File: src/rtl/move_tick_scheduler_pkg.sv
`default_nettype none
// +----------------------------------------------------------------------------+
// | Module  : move_tick_scheduler_pkg                                          |
// | Brief   : Shared entity indices, maze tile codes and scheduler FSM states. |
// | Revision: 1.0  initial release                                             |
// +----------------------------------------------------------------------------+
package move_tick_scheduler_pkg;

    // Mover slot indices; the scheduler visits them in this order every frame.
    typedef enum int {
        ENT_PACMAN = 0,
        ENT_BLINKY = 1,
        ENT_PINKY  = 2,
        ENT_INKY   = 3,
        ENT_CLYDE  = 4
    } ent_e;

    localparam int ENT_COUNT = ENT_CLYDE + 1;

    // Maze map ROM tile codes.
    typedef enum logic [1:0] {
        TILE_EMPTY  = 2'd0,
        TILE_WALL   = 2'd1,
        TILE_PELLET = 2'd2,
        TILE_POWER  = 2'd3
    } tile_e;

    // Frame sequencing states.
    typedef enum logic [2:0] {
        ST_IDLE   = 3'd0,
        ST_ISSUE  = 3'd1,
        ST_WAIT   = 3'd2,
        ST_DECIDE = 3'd3,
        ST_DONE   = 3'd4
    } sched_state_e;

endpackage
`default_nettype wire

File: src/rtl/move_tick_scheduler_if.sv
`default_nettype none
// +----------------------------------------------------------------------------+
// | Module  : move_tick_scheduler_if                                           |
// | Brief   : Maze map ROM read bus between the scheduler and the map ROM.     |
// | Revision: 1.0  initial release                                             |
// +----------------------------------------------------------------------------+
interface move_tick_scheduler_if #(
    parameter int IDX_X_W = 7,
    parameter int IDX_Y_W = 6
);
    logic               map_rd;
    logic [IDX_X_W-1:0] map_x;
    logic [IDX_Y_W-1:0] map_y;
    logic [1:0]         map_tile;

    // Scheduler side: drives the address and strobe, receives tile data.
    modport master (output map_rd, output map_x, output map_y, input map_tile);

    // ROM side.
    modport slave  (input map_rd, input map_x, input map_y, output map_tile);
endinterface
`default_nettype wire

File: src/rtl/move_tick_scheduler_tick_divider.sv
`default_nettype none
// +----------------------------------------------------------------------------+
// | Module  : move_tick_scheduler_tick_divider                                 |
// | Brief   : Divides clk into a one-cycle movement tick every TICK_DIV cycles.|
// | Revision: 1.0  initial release                                             |
// +----------------------------------------------------------------------------+
module move_tick_scheduler_tick_divider #(
    parameter int TICK_DIV = 1_000_000
) (
    input  logic clk,
    input  logic rst,
    input  logic en,
    output logic tick
);
    localparam int              CNT_W    = (TICK_DIV > 1) ? $clog2(TICK_DIV) : 1;
    localparam logic [CNT_W-1:0] CNT_LAST = CNT_W'(TICK_DIV - 1);

    logic [CNT_W-1:0] cnt_q;
    logic [CNT_W-1:0] cnt_d;

    // Next count: held at zero while the game is stopped, wraps with a tick pulse.
    always_comb begin
        cnt_d = cnt_q;
        tick  = 1'b0;
        if (!en) begin
            cnt_d = '0;
        end else if (cnt_q == CNT_LAST) begin
            cnt_d = '0;
            tick  = 1'b1;
        end else begin
            cnt_d = cnt_q + 1'b1;
        end
    end

    // Counter register.
    always_ff @(posedge clk or posedge rst) begin
        if (rst) begin
            cnt_q <= '0;
        end else begin
            cnt_q <= cnt_d;
        end
    end

endmodule
`default_nettype wire

File: src/rtl/move_tick_scheduler.sv
`default_nettype none
// +----------------------------------------------------------------------------+
// | Module  : move_tick_scheduler                                              |
// | Brief   : Per-tick frame sequencer arbitrating the maze ROM among movers   |
// |           in fixed order and issuing commit / blocked pulses.              |
// | Revision: 1.0  initial release                                             |
// +----------------------------------------------------------------------------+
module move_tick_scheduler
    import move_tick_scheduler_pkg::*;
#(
    parameter int TICK_DIV = 1_000_000,
    parameter int N_ENT    = ENT_COUNT,
    parameter int IDX_X_W  = 7,
    parameter int IDX_Y_W  = 6,
    parameter int ROM_LAT  = 1
) (
    input  logic                       clk,
    input  logic                       rst,
    input  logic                       en,
    input  logic                       freeze,
    input  logic [N_ENT-1:0]           req_valid,
    input  logic [N_ENT*IDX_X_W-1:0]   req_x,
    input  logic [N_ENT*IDX_Y_W-1:0]   req_y,
    move_tick_scheduler_if.master      map_bus,
    output logic [N_ENT-1:0]           step_en,
    output logic [N_ENT-1:0]           step_blocked,
    output logic                       frame_done,
    output logic                       busy,
    output logic                       tick_overrun
);
    localparam int               SLOT_W    = (N_ENT > 1) ? $clog2(N_ENT) : 1;
    localparam logic [SLOT_W-1:0] LAST_SLOT = SLOT_W'(N_ENT - 1);
    localparam logic [1:0]        LAT_LAST  = 2'(ROM_LAT - 1);

    logic tick;

    sched_state_e       state_q,   state_d;
    logic [SLOT_W-1:0]  slot_q,    slot_d;
    logic [1:0]         wait_q,    wait_d;
    logic [1:0]         tile_q,    tile_d;
    logic [IDX_X_W-1:0] map_x_q,   map_x_d;
    logic [IDX_Y_W-1:0] map_y_q,   map_y_d;
    logic               abort_q,   abort_d;
    logic               overrun_q, overrun_d;

    logic               map_rd_w;
    logic [IDX_X_W-1:0] map_x_w;
    logic [IDX_Y_W-1:0] map_y_w;

    logic [IDX_X_W-1:0] req_x_arr [N_ENT];
    logic [IDX_Y_W-1:0] req_y_arr [N_ENT];

    move_tick_scheduler_tick_divider #(
        .TICK_DIV (TICK_DIV)
    ) u_tick_divider (
        .clk  (clk),
        .rst  (rst),
        .en   (en),
        .tick (tick)
    );

    // Split the packed candidate buses into one entry per mover.
    for (genvar gi = 0; gi < N_ENT; gi++) begin : g_unpack
        assign req_x_arr[gi] = req_x[gi*IDX_X_W +: IDX_X_W];
        assign req_y_arr[gi] = req_y[gi*IDX_Y_W +: IDX_Y_W];
    end

    // Next-state and output decode for the frame sequencer.
    always_comb begin
        state_d      = state_q;
        slot_d       = slot_q;
        wait_d       = wait_q;
        tile_d       = tile_q;
        map_x_d      = map_x_q;
        map_y_d      = map_y_q;
        abort_d      = abort_q;
        overrun_d    = overrun_q | (tick & (state_q != ST_IDLE));
        map_rd_w     = 1'b0;
        map_x_w      = map_x_q;
        map_y_w      = map_y_q;
        step_en      = '0;
        step_blocked = '0;
        frame_done   = 1'b0;
        busy         = (state_q != ST_IDLE);

        // A freeze seen at any point inside a frame cuts it short after the current slot.
        if (freeze && (state_q != ST_IDLE) && (state_q != ST_DONE)) begin
            abort_d = 1'b1;
        end

        case (state_q)
            ST_IDLE: begin
                if (tick && !freeze) begin
                    state_d = ST_ISSUE;
                    slot_d  = SLOT_W'(ENT_PACMAN);
                end
            end
            ST_ISSUE: begin
                if (abort_q) begin
                    state_d = ST_DONE;
                end else if (req_valid[slot_q]) begin
                    // Address goes out this cycle and is held until the slot decides.
                    map_rd_w = 1'b1;
                    map_x_w  = req_x_arr[slot_q];
                    map_y_w  = req_y_arr[slot_q];
                    map_x_d  = req_x_arr[slot_q];
                    map_y_d  = req_y_arr[slot_q];
                    wait_d   = '0;
                    state_d  = ST_WAIT;
                end else if (slot_q == LAST_SLOT) begin
                    state_d = ST_DONE;
                end else begin
                    slot_d = slot_q + 1'b1;
                end
            end
            ST_WAIT: begin
                // Tile data is valid in the last wait cycle; capture it for the decision.
                if (wait_q == LAT_LAST) begin
                    tile_d  = map_bus.map_tile;
                    state_d = ST_DECIDE;
                end else begin
                    wait_d = wait_q + 1'b1;
                end
            end
            ST_DECIDE: begin
                if (tile_q == TILE_WALL) begin
                    step_blocked[slot_q] = 1'b1;
                end else begin
                    step_en[slot_q] = 1'b1;
                end
                if (abort_q || freeze || (slot_q == LAST_SLOT)) begin
                    state_d = ST_DONE;
                end else begin
                    slot_d  = slot_q + 1'b1;
                    state_d = ST_ISSUE;
                end
            end
            ST_DONE: begin
                frame_done = 1'b1;
                abort_d    = 1'b0;
                state_d    = ST_IDLE;
            end
            default: begin
                state_d = ST_IDLE;
            end
        endcase
    end

    assign map_bus.map_rd = map_rd_w;
    assign map_bus.map_x  = map_x_w;
    assign map_bus.map_y  = map_y_w;
    assign tick_overrun   = overrun_q;

    // Sequencer registers; reset aborts any frame in flight without pulses.
    always_ff @(posedge clk or posedge rst) begin
        if (rst) begin
            state_q   <= ST_IDLE;
            slot_q    <= '0;
            wait_q    <= '0;
            tile_q    <= '0;
            map_x_q   <= '0;
            map_y_q   <= '0;
            abort_q   <= 1'b0;
            overrun_q <= 1'b0;
        end else begin
            state_q   <= state_d;
            slot_q    <= slot_d;
            wait_q    <= wait_d;
            tile_q    <= tile_d;
            map_x_q   <= map_x_d;
            map_y_q   <= map_y_d;
            abort_q   <= abort_d;
            overrun_q <= overrun_d;
        end
    end

endmodule
`default_nettype wire
File: src/flat_wrapper.sv
// flat-port wrapper written by rule: the top's interface ports become plain ports
module move_tick_scheduler_flat import move_tick_scheduler_pkg::*;
#(
    parameter int TICK_DIV = 1_000_000,
    parameter int N_ENT    = ENT_COUNT,
    parameter int IDX_X_W  = 7,
    parameter int IDX_Y_W  = 6,
    parameter int ROM_LAT  = 1
)
  (clk, rst, en, freeze, req_valid, req_x, req_y, step_en, step_blocked, frame_done, busy, tick_overrun, map_bus_map_rd, map_bus_map_x, map_bus_map_y, map_bus_map_tile);
  move_tick_scheduler_if #(.IDX_X_W(IDX_X_W), .IDX_Y_W(IDX_Y_W)) map_bus_i ();
  input  logic clk;
  input  logic rst;
  input  logic en;
  input  logic freeze;
  input  logic [N_ENT-1:0] req_valid;
  input  logic [N_ENT*IDX_X_W-1:0] req_x;
  input  logic [N_ENT*IDX_Y_W-1:0] req_y;
  output logic [N_ENT-1:0] step_en;
  output logic [N_ENT-1:0] step_blocked;
  output logic frame_done;
  output logic busy;
  output logic tick_overrun;
  output wire logic [$bits(map_bus_i.map_rd)-1:0] map_bus_map_rd;
  output wire logic [$bits(map_bus_i.map_x)-1:0] map_bus_map_x;
  output wire logic [$bits(map_bus_i.map_y)-1:0] map_bus_map_y;
  input wire logic [$bits(map_bus_i.map_tile)-1:0] map_bus_map_tile;
  assign map_bus_map_rd = map_bus_i.map_rd;
  assign map_bus_map_x = map_bus_i.map_x;
  assign map_bus_map_y = map_bus_i.map_y;
  assign map_bus_i.map_tile = map_bus_map_tile;
  move_tick_scheduler #(.TICK_DIV(TICK_DIV), .N_ENT(N_ENT), .IDX_X_W(IDX_X_W), .IDX_Y_W(IDX_Y_W), .ROM_LAT(ROM_LAT)) u_core (.clk(clk), .rst(rst), .en(en), .freeze(freeze), .req_valid(req_valid), .req_x(req_x), .req_y(req_y), .map_bus(map_bus_i), .step_en(step_en), .step_blocked(step_blocked), .frame_done(frame_done), .busy(busy), .tick_overrun(tick_overrun));
endmodule
File: config.mk
export PLATFORM = sky130hd
export DESIGN_NAME = move_tick_scheduler_flat
export DESIGN_NICKNAME = d
export VERILOG_FILES = /design/src/rtl/move_tick_scheduler_pkg.sv /design/src/rtl/move_tick_scheduler_if.sv /design/src/rtl/move_tick_scheduler_tick_divider.sv /design/src/rtl/move_tick_scheduler.sv /design/src/flat_wrapper.sv
export SDC_FILE = /design/constraint.sdc
export NUM_CORES = 1
export LEC_CHECK = 0
export CORE_MARGIN = 1.5
export CORE_UTILIZATION = 45
export CTS_BUF_LIST = sky130_fd_sc_hd__clkbuf_4
export DETAILED_ROUTE_END_ITERATION = 10
export GPL_TIMING_DRIVEN = 0
export HOLD_SLACK_MARGIN = 0.06
export PLACE_DENSITY = 0.8
export SETUP_SLACK_MARGIN = 0.4
export SYNTH_ARGS = -nofsm -noshare
export SYNTH_HDL_FRONTEND = slang
export SYNTH_SLANG_ARGS = --single-unit
File: constraint.sdc
create_clock -name clk -period 3.86 [get_ports clk]
set_input_delay 1.158 -clock clk [delete_from_list [all_inputs] [get_ports clk]]
set_output_delay 1.158 -clock clk [all_outputs]
set_load 0.03 [all_outputs]
; ---- Yosys cells after proc, flatten, opt, wreduce, memory -nomap -nowiden
; Cells that the tools add are included.
[totals]
ff_bits = 45
inputBits = 76
out_inout_bits = 27
word_cells = 99
[classes]
n_addsub = 3
magnitude_cmp = 3
eq_ne = 17
mux = 47
bitwise_logic = 3
reduce_logical = 17
[ops]
columns = cell, n
row1 = $mux 20, 2
row2 = $mux 7, 5
row3 = $mux 3, 11
row4 = $mux 6, 5
row5 = $bmux 7 s3, 1
row6 = $add 20x1->20 const B, 1
row7 = $eq 20x20->1 const B, 1
row8 = $mux 5, 4
row9 = $bmux 6 s3, 1
row10 = $pmux 3 s4, 1
row11 = $mux 1, 10
row12 = $ne 2x2->1 const B, 5
row13 = $pmux 3 s3, 1
row14 = $eq 3x2->1 const B, 2
row15 = $eq 3x3->1 const B, 2
row16 = $mux 2, 3
row17 = $ne 2x1->1 const B, 3
row18 = $reduce_and 6->1, 1
row19 = $reduce_bool 3->1, 2
row20 = $ge 4x4->1 const B, 1
row21 = $logic_and 1x1->1, 4
row22 = $lt 3x4->1 const B, 1
row23 = $ne 4x1->1 const B, 1
row24 = $not 3->4, 1
row25 = 19 further kinds, 21

; ---- Logic depth before layout (Yosys ltp)
[depth]
depth_word = 7
ltp_mapped = 10
mapped_depth_nobuf = 7

; ---- Modules after synthesis
; From an unflattened synthesis, not the netlist that was laid out.
[hier_totals]
hier_cells = 297
area_unflattened_um2 = 2922.8
[modules_own_cells]
columns = mod, n_inst, cells_each, area_per_inst_um2, seq_area_each_um2
row1 = move_tick_scheduler, 1, 186, 1820.5, 625.6
row2 = move_tick_scheduler_tick_divider, 1, 111, 1102.3, 500.5

; ---- Least setup slack after synthesis
; OpenSTA, ideal clock, no wires.
[synth_timing]
path_kind = input port to output port
startpoint = input req_valid[1]
endpoint = output map_bus_map_x[4]
arrival_ps = 2501
t_required_ps = 2702
slack_ps = 201
path_stages = 7
path_cell_list = mux2i_1 > o2bb2ai_1 > a21oi_1 > nand2b_1 > clkinv_1 > buf_2 > mux2_2
[synth_via]
elab_chain_len = 5
[synth_rtl]
columns = element, line_no
row1 = from (decl), flat_wrapper.sv:16  ; input logic [N_ENT-1:0] req_valid;
row2 = $bmux 1 s3, move_tick_scheduler.sv:101  ; end else if (req_valid[slot_q]) begin
row3 = $mux 1 (implied by the code), move_tick_scheduler.sv:101
row4 = $mux 7, -
row5 = $mux 7, move_tick_scheduler.sv:99  ; if (abort_q) begin
row6 = $mux 7, move_tick_scheduler.sv:91  ; case (state_q)
row7 = to (decl), flat_wrapper.sv:25  ; output wire logic [$bits(map_bus_i.map_x)-1:0] map_bus_map_x;
; No other way between the ends. The select of a mux whose other input is x is not followed.

; ---- Worst setup path after layout
[layout_timing]
startpoint = input req_valid[0]
endpoint = output map_bus_map_x[4]
; Same word-level chain as after synthesis.

==> reports/metrics.csv <==
stage,metric,value,unit
finish,register area,1126,µm²
global_routing,gr usage total,23.23,%
clock_network,clk_lat worst skew,0.36,ns
clock_network,CTS tree,done,
hold_path,min-delay worst type,reg -> reg,
power,maximum vdd drop,0.1442,mV
routing,Routed Antenna Nets,0,
global_routing,total congestion overflow,0,
worst_setup_path,CP startpoint kind,input pin,
finish,final core utilization,68.55,%
sta,Final Max Slew Viols,0,
routing,1st-pass router iterations,4,
routing,Via Count,2700,
finish,fillers,501,
synth,Synth area leaders,"dfrtp_1 39%, mux2_2 5.8%, mux2i_1 5.5%",
die,core box area,6277,µm²
global_routing,largest net degree at the start of global routing,25,
power,P per Cell Area,208.8,nW/µm²
finish,Post-layout nets,506,
worst_setup_path,kind of critical path,in -> out,
clock_network,CTS Sinks,45,
place,dpl ws,-0.7529,ns
synth,Synth top area share,38.91,%
clock_network,clock transition at the registers of the reported paths,0.15,ns
die,die area,6921,µm²
synth,post-synthesis instance total,303,
routing,Avg WL per Cell,15.45,µm
synth,"EDFF count, synth",0,
sta,Worst Tran Pin Value,0.9256,ns
run_status,outcome,"finished, final reports clean",
sta,final setup vio count,0,
finish,Area Overhead vs Synth,48.68,%
run,max cap viols,0,
sta,clk_skew,0.006016,ns
synth,post-synthesis average cell area,9.551,µm²
routing,number of remaining DRC errors,0,
sta,Final period util,95.19,%
worst_setup_path,Worst setup EP type,output pin,
place,gpl congestion,0.8709,
finish,ant diodes,0,
place,Final HPWL DP,5922,µm
die,number of placement rows,29,
clock_network,CTS Buffer Depth,2,
worst_setup_path,critical path required time,2.70,ns
sta,RSZ-0062 raised after global routing,yes,
clock_network,clock buffer count from CTS,5,
synth,Main synth FF type,dfrtp_1,
die,I/O pin cnt,103,
routing,DRT iter0 DRCs,92,
routing,final wirelength,7787,µm
finish,layout cells sized above 1,22.48,%
sta,Period minus WS final,3.674,ns
sta,Max Fclk,272.2,MHz
global_routing,first-pass GRT wire length,13030,µm
synth,YS warnings,0,
synth,synthesis-stage register bit count,45,
place,count of buffers from port buffering,102,
global_routing,vias in the first global route,2896,
clock_network,CTS hold repair buffers,0,
synth,async set or reset register ratio after synthesis,100.0,%
sta,PnR worst setup slack,0.1856,ns
routing,mean number of vias per cell,5.357,
finish,most frequent cells in the layout,"49 x clkdlybuf4s50_1, 45 x dfrtp_1, 42 x nor2_1",
sta,Final Hold Viols,0,
worst_setup_path,WP data arrival,2.52,ns
synth,post-synthesis sequential area ratio,38.91,%
die,Initial Util,46.10,%
synth,Synthesized Nets,383,
synth,Synth cell types,48,
clock_network,H-tree level count,2,
finish,area occupied by multi-input gates,1644,µm²
sta,Relative slew margins,38.16,%
worst_setup_path,Critical Path Fanout Max,7,
synth,post-synthesis cell area,2894,µm²
clock_network,Root Buffer,clkbuf_4,
die,die width,83.20,µm
synth,Yosys top cell by area,dfrtp_1,
power,Leakage,2.031,nW
die,Die Span Y,83.20,µm
finish,"most common cell after layout, fill and taps aside",clkdlybuf4s50_1,
global_routing,initial antenna violation count,0,
synth_stat cells (all sizes together), types with 5 or more instances:
master and count:
xnor2 8, nor2 42, o22ai 8, nand3 11, mux2i 16, nor3 7, a21oi 13, nand2 22
dfrtp 45, mux4 7, inv 18, o21ai 11, xor2 10, mux2 15, buf 5, clkbuf 12
nand4 7
sequential cells by signal (all words and copies together), names as in the netlist, 2 cells and up:
signal                       count
u_core.state_q                   3
u_core.map_x_q                   7
u_core.map_y_q                   6
u_core.wait_q                    2
u_core.u_tick_divider.cnt_q     20
u_core.slot_q                    3
u_core.tile_q                    2
per-layer routing:
metal  vias to the layer above  track usage (%)  routed length [µm]
met3                        12            5.666                 487
met4                         0            8.182                 109
met2                       110            42.05                4062
met1                      1270            26.58                3127
li1                       1308                -                   -
met5                         -                0                   0
final timing paths:
path	startpoint	end	slack [ns]	cells past startpoint
max	req_valid[0]	map_bus_map_x[4]	0.19	9
min	u_core.u_tick_divider.cnt_q[0]	u_core.u_tick_divider.cnt_q[0]	0.49	1
max reg2reg	u_core.slot_q[0]	u_core.slot_q[0]	1.46	10
min reg2reg	u_core.u_tick_divider.cnt_q[0]	u_core.u_tick_divider.cnt_q[0]	0.49	1
max in group asynchronous	rst	u_core.map_y_q[4]	2.25	3
min in group asynchronous	rst	u_core.u_tick_divider.cnt_q[5]	1.12	2
critical path: stages:
cell and delay, ns:
buf_6 0.09, mux2i_2 0.15, o2bb2ai_2 0.07, a21oi_2 0.16, nand2b_4 0.19, clkinv_8 0.09, buf_12 0.14, mux2_4 0.31
buf_6 0.14
final cells by class:
| class | instances | area share [%] |
|---|---|---|
| Clock buffer | 5 | 0.8723 |
| Inverter | 19 | 1.948 |
| Timing Repair Buffer | 116 | 26.69 |
| Buffer | 17 | 3.373 |
| Tap cell | 77 | 2.239 |
| Sequential cell | 45 | 26.17 |
| Multi-Input combinational cell | 222 | 38.21 |
| Clock inverter | 3 | 0.4943 |
cell families (layout without fill, tap and decap cells):
family | after synthesis | count (layout) | synth area share [%]
AOI/OAI and AO/OA | 45 | 45 | 10.59
xor gates and xnor gates | 18 | 18 | 5.447
adders and majority gates | 4 | 4 | 1.729
buffers and inverters | 36 | 160 | 6.744
DFF | 45 | 45 | 38.91
muxes | 38 | 38 | 16.82
and+or+nand+nor | 117 | 117 | 19.76
report_power, final:
part | internal [mW] | switching [mW] | leakage, nW
combinational | 0.109 | 0.0690 | 1.39
clock | 0.0725 | 0.167 | 0.0316
sequential | 0.476 | 0.00470 | 0.607
through the flow:
| stage | total power, mW | std cells | instance area (µm²) | hold slack, ns | setup TNS, ns |
|---|---|---|---|---|---|
| 6_report | 0.8985 | 504 | 4303 | 0.4920 | 0 |
| 5_1_grt | 0.9345 | 504 | 4303 | 0.5238 | 0 |
| 4_1_cts | 0.9016 | 503 | 4272 | 0.4955 | 0 |
| 3_5_place_dp | 0.6689 | 483 | 4076 | 0.4716 | -9.164 |
| 3_3_place_gp | 0.6636 | 482 | 4056 | 0.4632 | -8.746 |
| 2_1_floorplan | 0.5700 | 303 | 2939 | 0.4474 | 0 |
repair_timing:
| action | 4_1_cts | 5_1_grt |
|---|---|---|
| endpoints found under the hold margin | 0 | 0 |
| resized for setup | 166 | 12 |
| setup buffers | 11 | 1 |
| setup endpoints to repair | 21 | 20 |
| pin swaps | 3 | 1 |
| cloned | 1 | 0 |
Power figures use the tool's default switching activity.
